[src/rtl/dp_pkg.sv]
// Shared definitions for the start/count/flag datapath: counter width,
// status bit positions and the captured per-run result layout.
package dp_pkg;

    localparam int unsigned A_W    = 4;
    localparam int unsigned A2_IDX = 2;
    localparam int unsigned A3_IDX = 3;
    localparam int unsigned RES_W  = A_W + 1;

    // Result captured at end of run: E in the MSB, counter A below it.
    typedef struct packed {
        logic           e;
        logic [A_W-1:0] a;
    } dp_result_t;

    function automatic dp_result_t make_result(input logic e, input logic [A_W-1:0] a);
        dp_result_t r;
        r.e = e;
        r.a = a;
        return r;
    endfunction

endpackage

[src/rtl/dp_strobe_chk.sv]
// Illegal control-strobe detector with a sticky error flag.
// Only instantiated when DP_ERR_CHK_EN is defined.
module dp_strobe_chk
    import dp_pkg::*;
(
    input  logic clk_i,
    input  logic rst_b_i,
    input  logic set_E_i,
    input  logic clr_E_i,
    input  logic set_F_i,
    input  logic clr_A_F_i,
    input  logic incr_A_i,
    input  logic err_clr_i,
    output logic err_o
);

    logic illegal;
    logic err_d;
    logic err_q;

    // Flag conflicting strobes; a new error takes priority over the clear.
    always_comb begin
        illegal = (set_E_i   & clr_E_i)
                | (clr_A_F_i & incr_A_i)
                | (clr_A_F_i & set_F_i)
                | (set_F_i   & incr_A_i);
        err_d = err_q;
        if (illegal) begin
            err_d = 1'b1;
        end else if (err_clr_i) begin
            err_d = 1'b0;
        end
    end

    // Sticky error register.
    always_ff @(posedge clk_i or negedge rst_b_i) begin
        if (!rst_b_i) begin
            err_q <= 1'b0;
        end else begin
            err_q <= err_d;
        end
    end

    assign err_o = err_q;

endmodule

[src/rtl/datapath_rtl.sv]
// Datapath for the start/count/flag example: 4-bit counter A, flops E and F,
// end-of-run result capture, done pulse and saturating run counter.
// Define DP_ERR_CHK_EN to enable the sticky illegal-strobe flag err_o.
module datapath_rtl
    import dp_pkg::*;
#(
    parameter int unsigned CNT_W = 8
) (
    input  logic             clk_i,
    input  logic             rst_b_i,
    input  logic             set_E_i,
    input  logic             clr_E_i,
    input  logic             set_F_i,
    input  logic             clr_A_F_i,
    input  logic             incr_A_i,
    input  logic             err_clr_i,
    output logic [A_W-1:0]   A_o,
    output logic             E_o,
    output logic             F_o,
    output logic             A2_o,
    output logic             A3_o,
    output logic [RES_W-1:0] result_o,
    output logic             done_o,
    output logic [CNT_W-1:0] run_cnt_o,
    output logic             err_o
);

    logic [A_W-1:0]   a_d, a_q;
    logic             e_d, e_q;
    logic             f_d, f_q;
    dp_result_t       result_d, result_q;
    logic             done_d, done_q;
    logic [CNT_W-1:0] run_cnt_d, run_cnt_q;
    logic             run_end;

    // Next-state for counter, flags and end-of-run bookkeeping.
    always_comb begin
        a_d       = a_q;
        e_d       = e_q;
        f_d       = f_q;
        result_d  = result_q;
        run_cnt_d = run_cnt_q;

        if (clr_A_F_i) begin
            a_d = '0;
        end else if (incr_A_i) begin
            a_d = a_q + 1'b1;
        end

        if (clr_A_F_i) begin
            f_d = 1'b0;
        end else if (set_F_i) begin
            f_d = 1'b1;
        end

        if (set_E_i && !clr_E_i) begin
            e_d = 1'b1;
        end else if (clr_E_i && !set_E_i) begin
            e_d = 1'b0;
        end

        // A clear in the same cycle cancels the end-of-run marker.
        run_end = set_F_i & ~clr_A_F_i;
        done_d  = run_end;
        if (run_end) begin
            result_d = make_result(e_q, a_q);
            if (run_cnt_q != '1) begin
                run_cnt_d = run_cnt_q + 1'b1;
            end
        end
    end

    // State registers, asynchronously cleared.
    always_ff @(posedge clk_i or negedge rst_b_i) begin
        if (!rst_b_i) begin
            a_q       <= '0;
            e_q       <= 1'b0;
            f_q       <= 1'b0;
            result_q  <= '0;
            done_q    <= 1'b0;
            run_cnt_q <= '0;
        end else begin
            a_q       <= a_d;
            e_q       <= e_d;
            f_q       <= f_d;
            result_q  <= result_d;
            done_q    <= done_d;
            run_cnt_q <= run_cnt_d;
        end
    end

    assign A_o       = a_q;
    assign E_o       = e_q;
    assign F_o       = f_q;
    assign A2_o      = a_q[A2_IDX];
    assign A3_o      = a_q[A3_IDX];
    assign result_o  = result_q;
    assign done_o    = done_q;
    assign run_cnt_o = run_cnt_q;

`ifdef DP_ERR_CHK_EN
    dp_strobe_chk u_strobe_chk (
        .clk_i     (clk_i),
        .rst_b_i   (rst_b_i),
        .set_E_i   (set_E_i),
        .clr_E_i   (clr_E_i),
        .set_F_i   (set_F_i),
        .clr_A_F_i (clr_A_F_i),
        .incr_A_i  (incr_A_i),
        .err_clr_i (err_clr_i),
        .err_o     (err_o)
    );
`else
    logic unused_err_clr;
    assign unused_err_clr = err_clr_i;
    assign err_o          = 1'b0;
`endif

endmodule

[config.mk]
export PLATFORM = sky130hd
export DESIGN_NAME = datapath_rtl
export DESIGN_NICKNAME = d
export VERILOG_FILES = /design/src/rtl/dp_pkg.sv /design/src/rtl/dp_strobe_chk.sv /design/src/rtl/datapath_rtl.sv
export SDC_FILE = /design/constraint.sdc
export NUM_CORES = 1
export LEC_CHECK = 0
export BUFFER_PORTS_ARGS = -buffer_cell sky130_fd_sc_hd__buf_2
export CAP_MARGIN = 10
export CORE_MARGIN = 8
export CORE_UTILIZATION = 48
export DETAILED_ROUTE_END_ITERATION = 8
export GPL_ROUTABILITY_DRIVEN = 0
export PLACE_DENSITY = 0.77
export SYNTH_ARGS = -nofsm -noshare
export SYNTH_HDL_FRONTEND = slang
export SYNTH_HIERARCHICAL = 1
export SYNTH_SLANG_ARGS = --single-unit
[constraint.sdc]
create_clock -name clk_i -period 1.4 [get_ports clk_i]
set_input_delay 0.28 -clock clk_i [delete_from_list [all_inputs] [get_ports clk_i]]
set_output_delay 0.28 -clock clk_i [all_outputs]
set_load 0.02 [all_outputs]
==> results of run 1 <==
[where the power goes]
| part | switching, mW | leakage [nW] | internal [mW] |
|---|---|---|---|
| clock | 0.164 | 0.0138 | 0.100 |
| combinational | 0.349 | 0.345 | 0.273 |
| sequential | 0.133 | 0.258 | 0.695 |
[registers in the layout, summed over array words and instances (netlist names)]
| name | cells |
|---|---|
| A_o | 4 |
| run_cnt_o | 8 |
| E_o | 1 |
| done_o | 1 |
| F_o | 1 |
| result_o | 5 |
[logic make-up after synthesis]
logic type      Yosys count  share of synthesized area, %
other cells               1                        0.4007
compound gates            5                         3.878
mux                       6                         7.888
simple gates             38                         19.52
buf+inv                   6                         5.213
flops                    20                         53.48
fa+ha+maj                 3                         4.011
xor+xnor                  6                         5.615
[area by class of cell]
cell class	count	area [um^2]	share of cell area (%)
clock buffer	3	22.52	1.917
sequential	20	504.2	42.92
multi-input combinational	59	404.1	34.40
tap	27	33.78	2.875
timing repair buffer	35	195.2	16.61
inverter	2	15.01	1.278
[path summary, 6_finish.rpt]
| path | cells past startpoint | from | endpoint | slack [ps] |
|---|---|---|---|---|
| min reg2reg | 2 | result_o[4] | result_o[4] | 480 |
| min in group asynchronous | 2 | rst_b_i | run_cnt_o[7] | 430 |
| max in group asynchronous | 2 | rst_b_i | run_cnt_o[0] | 640 |
| min | 3 | set_F_i | F_o | 270 |
| max reg2reg | 4 | run_cnt_o[1] | run_cnt_o[1] | 90 |
| max | 4 | run_cnt_o[1] | run_cnt_o[1] | 90 |
[per-stage QoR]
| step | cells | cell area (um^2) | utilization, % | total power, mW | hold WS [ps] |
|---|---|---|---|---|---|
| floorplan | 85 | 938.4 | - | 1.183 | -15.59 |
| global placement | 141 | 1116 | 58.68 | 1.387 | 245.8 |
| detailed placement | 141 | 1116 | 58.68 | 1.407 | 249.5 |
| CTS | 145 | 1149 | 60.39 | 1.667 | 256.6 |
| global route | 146 | 1175 | 61.78 | 1.826 | 292.1 |
| finish | 146 | 1175 | 61.78 | 1.714 | 268.1 |
[metal layers]
| layer | vias to the layer above | global-route usage (%) | routed length [um] |
|---|---|---|---|
| met1 | 332 | 14.14 | 835 |
| met5 | - | 0 | 0 |
| met3 | 0 | 1.290 | 120 |
| li1 | 349 | - | - |
| met4 | 0 | 6.122 | 0 |
| met2 | 21 | 17.84 | 924 |
[cells in the mapped netlist]
cell,count,area (um^2)
a21oi_1,1,5.000
and2_1,2,12.51
nor3_2,1,10.01
nor2_1,7,26.28
nand3_2,1,10.01
inv_1,1,3.750
conb_1,1,3.750
nand2b_1,2,12.51
mux2i_1,1,10.01
mux2_2,3,33.78
xor2_1,2,17.52
inv_8,1,11.26
nand3_1,1,5.000
ha_1,3,37.54
buf_6,1,11.26
a31oi_1,1,6.260
o21ai_2,1,8.760
buf_4,3,22.52
xnor2_1,4,35.03
dfrtp_1,20,500.5
o211ai_1,1,7.510
nand2_1,19,71.32
and3_1,1,6.260
o2111ai_1,1,8.760
nand4_1,3,18.77
mux2_4,2,30.03
and3b_2,1,10.01
[critical path, cell delays in order, from the launching register on]
cell and delay (ps):
dfrtp_2 390, ha_2 220, nand3_4 120, o21ai_4 180, mux2_4 310
[repair_timing]
| item | 4_1_cts | 5_1_grt |
|---|---|---|
| endpoints found under the hold margin | 20 | 0 |
| setup buffers | 0 | 1 |
| resized for setup | 0 | 4 |
| hold buffers | 1 | 0 |
| setup endpoints to repair | 0 | 4 |
==> qor.yml, run 1 <==
power_and_ir_drop:
  power.density_mw_per_mm2: 1459
  peakVddDrop_v: 0.0008173
  p_leak_nw: 0.6165
sta:
  hold_viol_final: 0
  drv_slew: 0
  worst_slack_ps: 86.77
  period_needed_ps: 1313
  finalSetupTns_ps: 0
  setup_viol_count_final: 0
  skew_ps: 9.490
  period_share_pct: 93.80
  rsz0062_at_grt: "no"
  fmax_mhz: 761.5
drt:
  drt_iter0_markers: 15
  antenna_left: 0
  vias_per_cell: 4.808
  drc: 0
  vias: 702
  wl_per_cell_um: 12.87
  drt-total-wl_mm: 1.879
  dr.pass1.iters: 4
finish:
  layout_common_cells: "28 x buf_2, 19 x nand2_1, 17 x dfrtp_1"
  fin_nets: 132
  final_layout_size_suffix_gt1_share_pct: 42.86
  syn2layout_area_growth_pct: 25.54
  num_antenna_cells: 0
  final_common_cell: "buf_2"
  fillCellCount: 169
placement:
  portBuffers: 28
  pre_cts_slack_ps: 40.68
  hpwl_mm: 1.455
yosys:
  netlist_area_um2: 935.9
  synth_area_per_cell_um2: 11.01
  synth_nets: 96
  seq_area_frac_synth_pct: 53.48
  ys_seq_elements: 20
  syn_inst: 85
  synth_cell_types: 27
  yosysWarnings: 6
clock_tree:
  numCtsBuffers: 3
  clockBufferDepth: 2
  cts_sinks: 20
  cts_htree_levels: 1
  clockRootBuffer: "clkbuf_4"
  clk_pin_slew_ps: 110
  cts_tree: "yes"
  insertion_delay_ps: 300
global_routing:
  antenna_found_initial: 0
  grt_pass1_vias: 686
  grt_pass1_wl_mm: 3.160
  grt_use_total_pct: 11.17
  overflow: 0
  grt_max_degree: 21
setup_path:
  worstPathArrival_ps: 1510
  required_ps: 1590
  critPathLaunchType: "flip-flop"
  critPathKind: "reg2reg"
  crit_path_max_fanout: 6
  cp-end-kind: "flip-flop"
floorplanning:
  die_w_um: 60.16
  dieHeight_um: 60.16
  die_area_mm2: 0.003619
  coreArea_mm2: 0.001902
  initial_core_util_pct: 49.21
  num_rows: 16
  io_pins: 31
run_status:
  status: "finished clean"
hold_path:
  holdCritPathClass: "in2reg"
job:
  max-cap-violations: 0
Note: power is estimated with default switching activity, not from simulation.
==> inputs of run 2 (changes only) <==
--- a/config.mk
+++ b/config.mk
@@ -5,13 +5,13 @@
 export SDC_FILE = /design/constraint.sdc
 export NUM_CORES = 1
 export LEC_CHECK = 0
-export BUFFER_PORTS_ARGS = -buffer_cell sky130_fd_sc_hd__buf_2
 export CAP_MARGIN = 10
 export CORE_MARGIN = 8
-export CORE_UTILIZATION = 48
+export CORE_UTILIZATION = 50
 export DETAILED_ROUTE_END_ITERATION = 8
+export DONT_BUFFER_PORTS = 1
 export GPL_ROUTABILITY_DRIVEN = 0
-export PLACE_DENSITY = 0.77
+export PLACE_DENSITY = 0.66
 export SYNTH_ARGS = -nofsm -noshare
 export SYNTH_HDL_FRONTEND = slang
 export SYNTH_HIERARCHICAL = 1
==> constraint.sdc (replaced) <==
create_clock -name clk_i -period 1.37 [get_ports clk_i]
set_input_delay 0.274 -clock clk_i [delete_from_list [all_inputs] [get_ports clk_i]]
set_output_delay 0.274 -clock clk_i [all_outputs]
set_load 0.02 [all_outputs]
==> qor.yml, run 2 (synthesis gave the netlist of run 1 again) <==
floorplanning:
  die_area_mm2: 0.003512  # -2.9%
  num_rows: 15  # -1
  io_pins: 31  # unchanged
  coreArea_mm2: 0.001745  # -8.2%
  initial_core_util_pct: 53.62  # +4.4 points
  die_w_um: 59.27  # -1.5%
  dieHeight_um: 59.27  # -1.5%
finish:
  multiInputGateArea_um2: 409.1  # +1.2%
  fillCellCount: 146  # -14%
  final_layout_size_suffix_gt1_share_pct: 32.67  # -10 points
  seq_area_um2: 505.5  # +0.25%
  final_common_cell: "nand2_1"
  fin_util_pct: 65.38  # +3.6 points
  syn2layout_area_growth_pct: 21.92
  instances_no_fill: 126  # -14%
  largest_register_ffs: 8  # unchanged
  layout_common_cells: "19 x nand2_1, 16 x dfrtp_1, 13 x buf_4"
  fin_nets: 113  # -14%
  num_antenna_cells: 0  # unchanged
drt:
  antenna_left: 0  # unchanged
  dr.pass1.iters: 4  # unchanged
  vias: 651  # -7.3%
  vias_per_cell: 5.167  # +7.5%
  drc: 0  # unchanged
  wl_per_cell_um: 15.71  # +22%
  drt_iter0_markers: 5  # -10
  drt-total-wl_mm: 1.979  # +5.3%
sta:
  setup_viol_count_final: 0  # unchanged
  worst_slack_ps: 22.91  # -63.87 ps
  period_share_pct: 98.33  # +4.5 points
  drv_slew: 0  # unchanged
  skew_ps: 5.652  # -3.838 ps
  rsz0062_at_grt: "yes"
  hold_viol_final: 0  # unchanged
  slew_headroom_pct: 39.22
  fmax_mhz: 742.3  # -2.5%
  finalSetupTns_ps: 0  # unchanged
  period_needed_ps: 1347  # +33.87 ps
  worstMarginPinSlew_ps: 908.8
clock_tree:
  clk_pin_slew_ps: 120  # about the same
  post-cts-setup-buffer-count: 0  # unchanged
  cts_htree_levels: 1  # unchanged
  cts_tree: "yes"
  cts_sinks: 20  # unchanged
  clockRootBuffer: "clkbuf_4"
  clockBufferDepth: 2  # unchanged
  numCtsBuffers: 3  # unchanged
  insertion_delay_ps: 310  # about the same
power_and_ir_drop:
  power.internal_mw: 1.305  # +22%
  power.density_mw_per_mm2: 1739  # +19%
  power_frac_clock_pct: 24.6  # +9.2 points
  seq_power_share_pct: 43.6  # -4.7 points
  swShare_pct: 34.27  # -3.4 points
  power.total_mw: 1.985  # +16%
  p_switching_uw: 680.1  # +5.3%
  p_comb_share_pct: 31.8  # -4.5 points
  p_leak_nw: 0.5447  # -12%
  peakVddDrop_v: 0.001251  # +53%
global_routing:
  grt_pass1_wl_mm: 3.318  # +5.0%
  antenna_found_initial: 0  # unchanged
  grt_pass1_vias: 698  # +1.7%
  overflow: 0  # unchanged
  grt_max_degree: 21  # unchanged
  grt_use_total_pct: 12.37  # +1.2 points
job:
  max-cap-violations: 0  # unchanged
setup_path:
  r2r_setup_slack_ps: 20  # -60 ps
  reg2reg_to: "run_cnt_o[1]"
  worstRegToRegCells: 4  # unchanged
  crit_path_max_fanout: 6  # unchanged
  worstPathArrival_ps: 1550  # +40 ps
  cp-end-kind: "flip-flop"
  critPathKind: "reg2reg"
  rr_startpoint: "run_cnt_o[0]"
  required_ps: 1570  # -20 ps
  critPathLaunchType: "flip-flop"
placement:
  dp_cells: 119  # -16%
  pre_cts_slack_ps: 43.70  # +3.020 ps
  portBuffers: 0  # -100%
  hpwl_mm: 1.419  # -2.5%
hold_path:
  holdCritPathClass: "in2reg"
  hold_end: "F_o"
  hold_path_depth: 2  # -1
  hold_path_startpoint: "set_F_i"
run_status:
  status: "finished clean"
## run 2: layer usage
layer	routed length (um)	vias up	GRT usage, %	share of wire [%]
met4	38	0	6.143	1.9
met3	173	5	4.338	8.7
met1	832	317	14.61	42
li1	-	308	-	-
met2	935	21	19.26	47
met5	0	-	0	0
## run 2: worst max path at each step
stage / from / end
global route: run_cnt_o[0] / run_cnt_o[1]
detailed placement: run_cnt_o[0] / run_cnt_o[1]
global placement: run_cnt_o[0] / run_cnt_o[1]
CTS: run_cnt_o[0] / run_cnt_o[1]
floorplan: run_cnt_o[0] / run_cnt_o[1]
finish: run_cnt_o[0] / run_cnt_o[1]
## run 2: layout make-up
type | count | area share, %
inverter | 2 | 1.316
sequential | 20 | 44.30
clock buffer | 3 | 1.974
clock inverter | 1 | 2.632
timing repair buffer | 16 | 11.18
multi-input combinational | 59 | 35.86
tap | 25 | 2.741
## run 2: through the flow
stage	area [um^2]	hold WS, ps
floorplan	950.9	-21.59
global placement	1046	-21.00
detailed placement	1046	-20.92
CTS	1119	4.260
global route	1141	93.60
finish	1141	88.71
## run 2: worst max-delay path, stage by stage, from the launching register on
cell and delay (ps):
dfrtp_2 400, ha_4 150, nand3_2 170, o21ai_4 200, mux2_4 320
## run 2: power groups by stage
| stage | clock (mW) | sequential, mW | combinational, mW |
|---|---|---|---|
| floorplan | 0 | 0.989 | 0.249 |
| global placement | 0 | 0.864 | 0.578 |
| detailed placement | 0 | 0.870 | 0.595 |
| CTS | 0.498 | 0.860 | 0.617 |
| global route | 0.522 | 0.889 | 0.696 |
| finish | 0.488 | 0.866 | 0.631 |
## run 2: what timing repair did
action,in CTS,in global routing
hold buffers,2,1
resized for setup,0,4
endpoints found under the setup margin,0,3
endpoints found under the hold margin,22,3
==> inputs of run 3 (changes only) <==
--- a/config.mk
+++ b/config.mk
@@ -5,6 +5,7 @@
 export SDC_FILE = /design/constraint.sdc
 export NUM_CORES = 1
 export LEC_CHECK = 0
+export ABC_AREA = 1
 export CAP_MARGIN = 10
 export CORE_MARGIN = 8
 export CORE_UTILIZATION = 50
==> qor.yml, run 3 <==
run_status:
  status: "finished clean"
finish:
  seq_area_um2: 500.5  # -0.99%
  largest_register_ffs: 8  # unchanged
  fillCellCount: 180  # +23%
  num_antenna_cells: 0  # unchanged
  layout_common_cells: "34 x nand2_1, 20 x dfrtp_1, 12 x inv_1"
  final_common_cell: "nand2_1"
  fin_util_pct: 57.68  # -7.7 points
  final_layout_size_suffix_gt1_share_pct: 19.51  # -13 points
  multiInputGateArea_um2: 411.6  # +0.61%
  syn2layout_area_growth_pct: 11.45
  fin_nets: 135  # +19%
drt:
  vias: 740  # +14%
  drc: 0  # unchanged
  drt_iter0_markers: 9  # +4
  drt-total-wl_mm: 1.948  # -1.6%
  antenna_left: 0  # unchanged
  wl_per_cell_um: 12.99  # -17%
  vias_per_cell: 4.933  # -4.5%
  dr.pass1.iters: 4  # unchanged
placement:
  hpwl_mm: 1.473  # +3.8%
  portBuffers: 0  # unchanged
yosys:
  yosys_most_used_dff: "dfrtp_1"
  seq_area_frac_synth_pct: 50.31  # -3.2 points
  synth_common_cells: "34 x nand2_1, 20 x dfrtp_1, 12 x inv_1"
  ys_seq_elements: 20  # unchanged
  yosysTopAreaCellShare_pct: 50.31  # -3.2 points
  synth_nets: 124  # +29%
  synth_edf_count: 0  # unchanged
  syn_inst: 113  # +33%
  synth_cell_types: 22  # -19%
  ys_async_sr_fraction_pct: 100.0  # unchanged
  yosysTopAreaCell: "dfrtp_1"
  yosys-top-cells-area: "dfrtp_1 50%, nand2_1 13%, inv_1 4.5%"
  synth_area_per_cell_um2: 8.803  # -20%
  netlist_area_um2: 994.7  # +6.3%
  yosysMostFrequentCell: "nand2_1"
  yosysWarnings: 6  # unchanged
global_routing:
  grt_max_degree: 21  # unchanged
  overflow: 0  # unchanged
  grt_use_total_pct: 12.18  # -0.19 points
  grt_pass1_wl_mm: 3.374  # +1.7%
  antenna_found_initial: 0  # unchanged
  grt_pass1_vias: 771  # +10%
floorplanning:
  dieHeight_um: 60.60  # +2.3%
  io_pins: 31  # unchanged
  initial_core_util_pct: 51.76  # -1.9 points
  num_rows: 16  # +1
  coreArea_mm2: 0.001922  # +10%
  die_area_mm2: 0.003672  # +4.6%
  die_w_um: 60.60  # +2.3%
setup_path:
  required_ps: 1100  # -470 ps
  worstPathArrival_ps: 940  # -610 ps
  critPathKind: "reg2out"
  crit_path_max_fanout: 5  # -1
  critPathLaunchType: "flip-flop"
  cp-end-kind: "primary output"
sta:
  finalSetupTns_ps: 0  # unchanged
  period_needed_ps: 1213  # -133.6 ps
  rsz0062_at_grt: "no"
  period_share_pct: 88.57  # -9.8 points
  drv_slew: 0  # unchanged
  worstMarginPinSlew_ps: 901.9  # -6.870 ps
  setup_viol_count_final: 0  # unchanged
  fmax_mhz: 824.1  # +11%
  slew_headroom_pct: 39.68  # +0.46 points
  hold_viol_final: 0  # unchanged
  skew_ps: 2.594  # -3.058 ps
power_and_ir_drop:
  power.density_mw_per_mm2: 1367  # -21%
  p_leak_nw: 0.5673  # +4.1%
  peakVddDrop_v: 0.0008332  # -33%
hold_path:
  holdCritPathClass: "in2reg"
clock_tree:
  cts_tree: "yes"
  cts_sinks: 20  # unchanged
  ctsResizeCount: 0  # unchanged
  clockBufferDepth: 2  # unchanged
  clockRootBuffer: "clkbuf_4"
  holdBufCountCts: 1  # -1
  cts_htree_levels: 1  # unchanged
  clk_pin_slew_ps: 110  # about the same
  post-cts-setup-buffer-count: 0  # unchanged
  numCtsBuffers: 3  # unchanged
  insertion_delay_ps: 300  # about the same
job:
  max-cap-violations: 0  # unchanged
run 3: stage by stage:
step	cell area [um^2]	setup slack, ps	total power [mW]	cells	hold slack [ps]
after CTS	1109	141.8	1.540	150	51.52
after detailed placement	1062	177.7	1.178	145	-20.76
after floorplan	994.7	101.2	1.050	113	-21.59
after global placement	1062	202.4	1.163	145	-20.77
final	1109	156.5	1.515	150	61.65
after global routing	1109	35.55	1.622	150	41.24
run 3: cells by family after synthesis:
group,synth area share [%]
AOI/OAI and AO/OA,6.542
xor gates and xnor gates,0.8807
and+or+nand+nor,29.81
buffers and inverters,8.301
other,0.3770
DFF,50.31
adders and majority gates,3.774
run 3: report_power, final:
group	switching, mW	total, mW	internal (mW)	leakage, nW
Combinational	0.229	0.377	0.147	0.286
Sequential	0.129	0.800	0.671	0.260
Clock	0.177	0.339	0.162	0.0210
Total	0.535	1.52	0.981	0.567
run 3: area by class of cell:
| cell class | count | share of cell area (%) |
|---|---|---|
| Tap cell | 27 | 3.047 |
| Inverter | 13 | 4.402 |
| Timing Repair Buffer | 10 | 6.998 |
| Sequential cell | 20 | 45.15 |
| Clock buffer | 4 | 3.273 |
| Multi-Input combinational cell | 76 | 37.13 |
run 3: layer usage:
metal	GRT usage, %	vias up	share of wire, %
li1	-	370	-
met1	13.14	349	40
met2	20.81	17	51
met3	4.025	4	7.5
met4	5.980	0	1.2
met5	0	-	0
run 3: worst paths after layout:
path                       slack (ps)         start  cells past startpoint           end
min                                60      incr_A_i                      1        A_o[1]
max reg2reg                       160  run_cnt_o[0]                      7  run_cnt_o[2]
max in group asynchronous         280       rst_b_i                      1   result_o[4]
min reg2reg                       560        A_o[0]                      2   result_o[0]
min in group asynchronous         540       rst_b_i                      1  run_cnt_o[6]
max                               160        A_o[3]                      0        A_o[3]
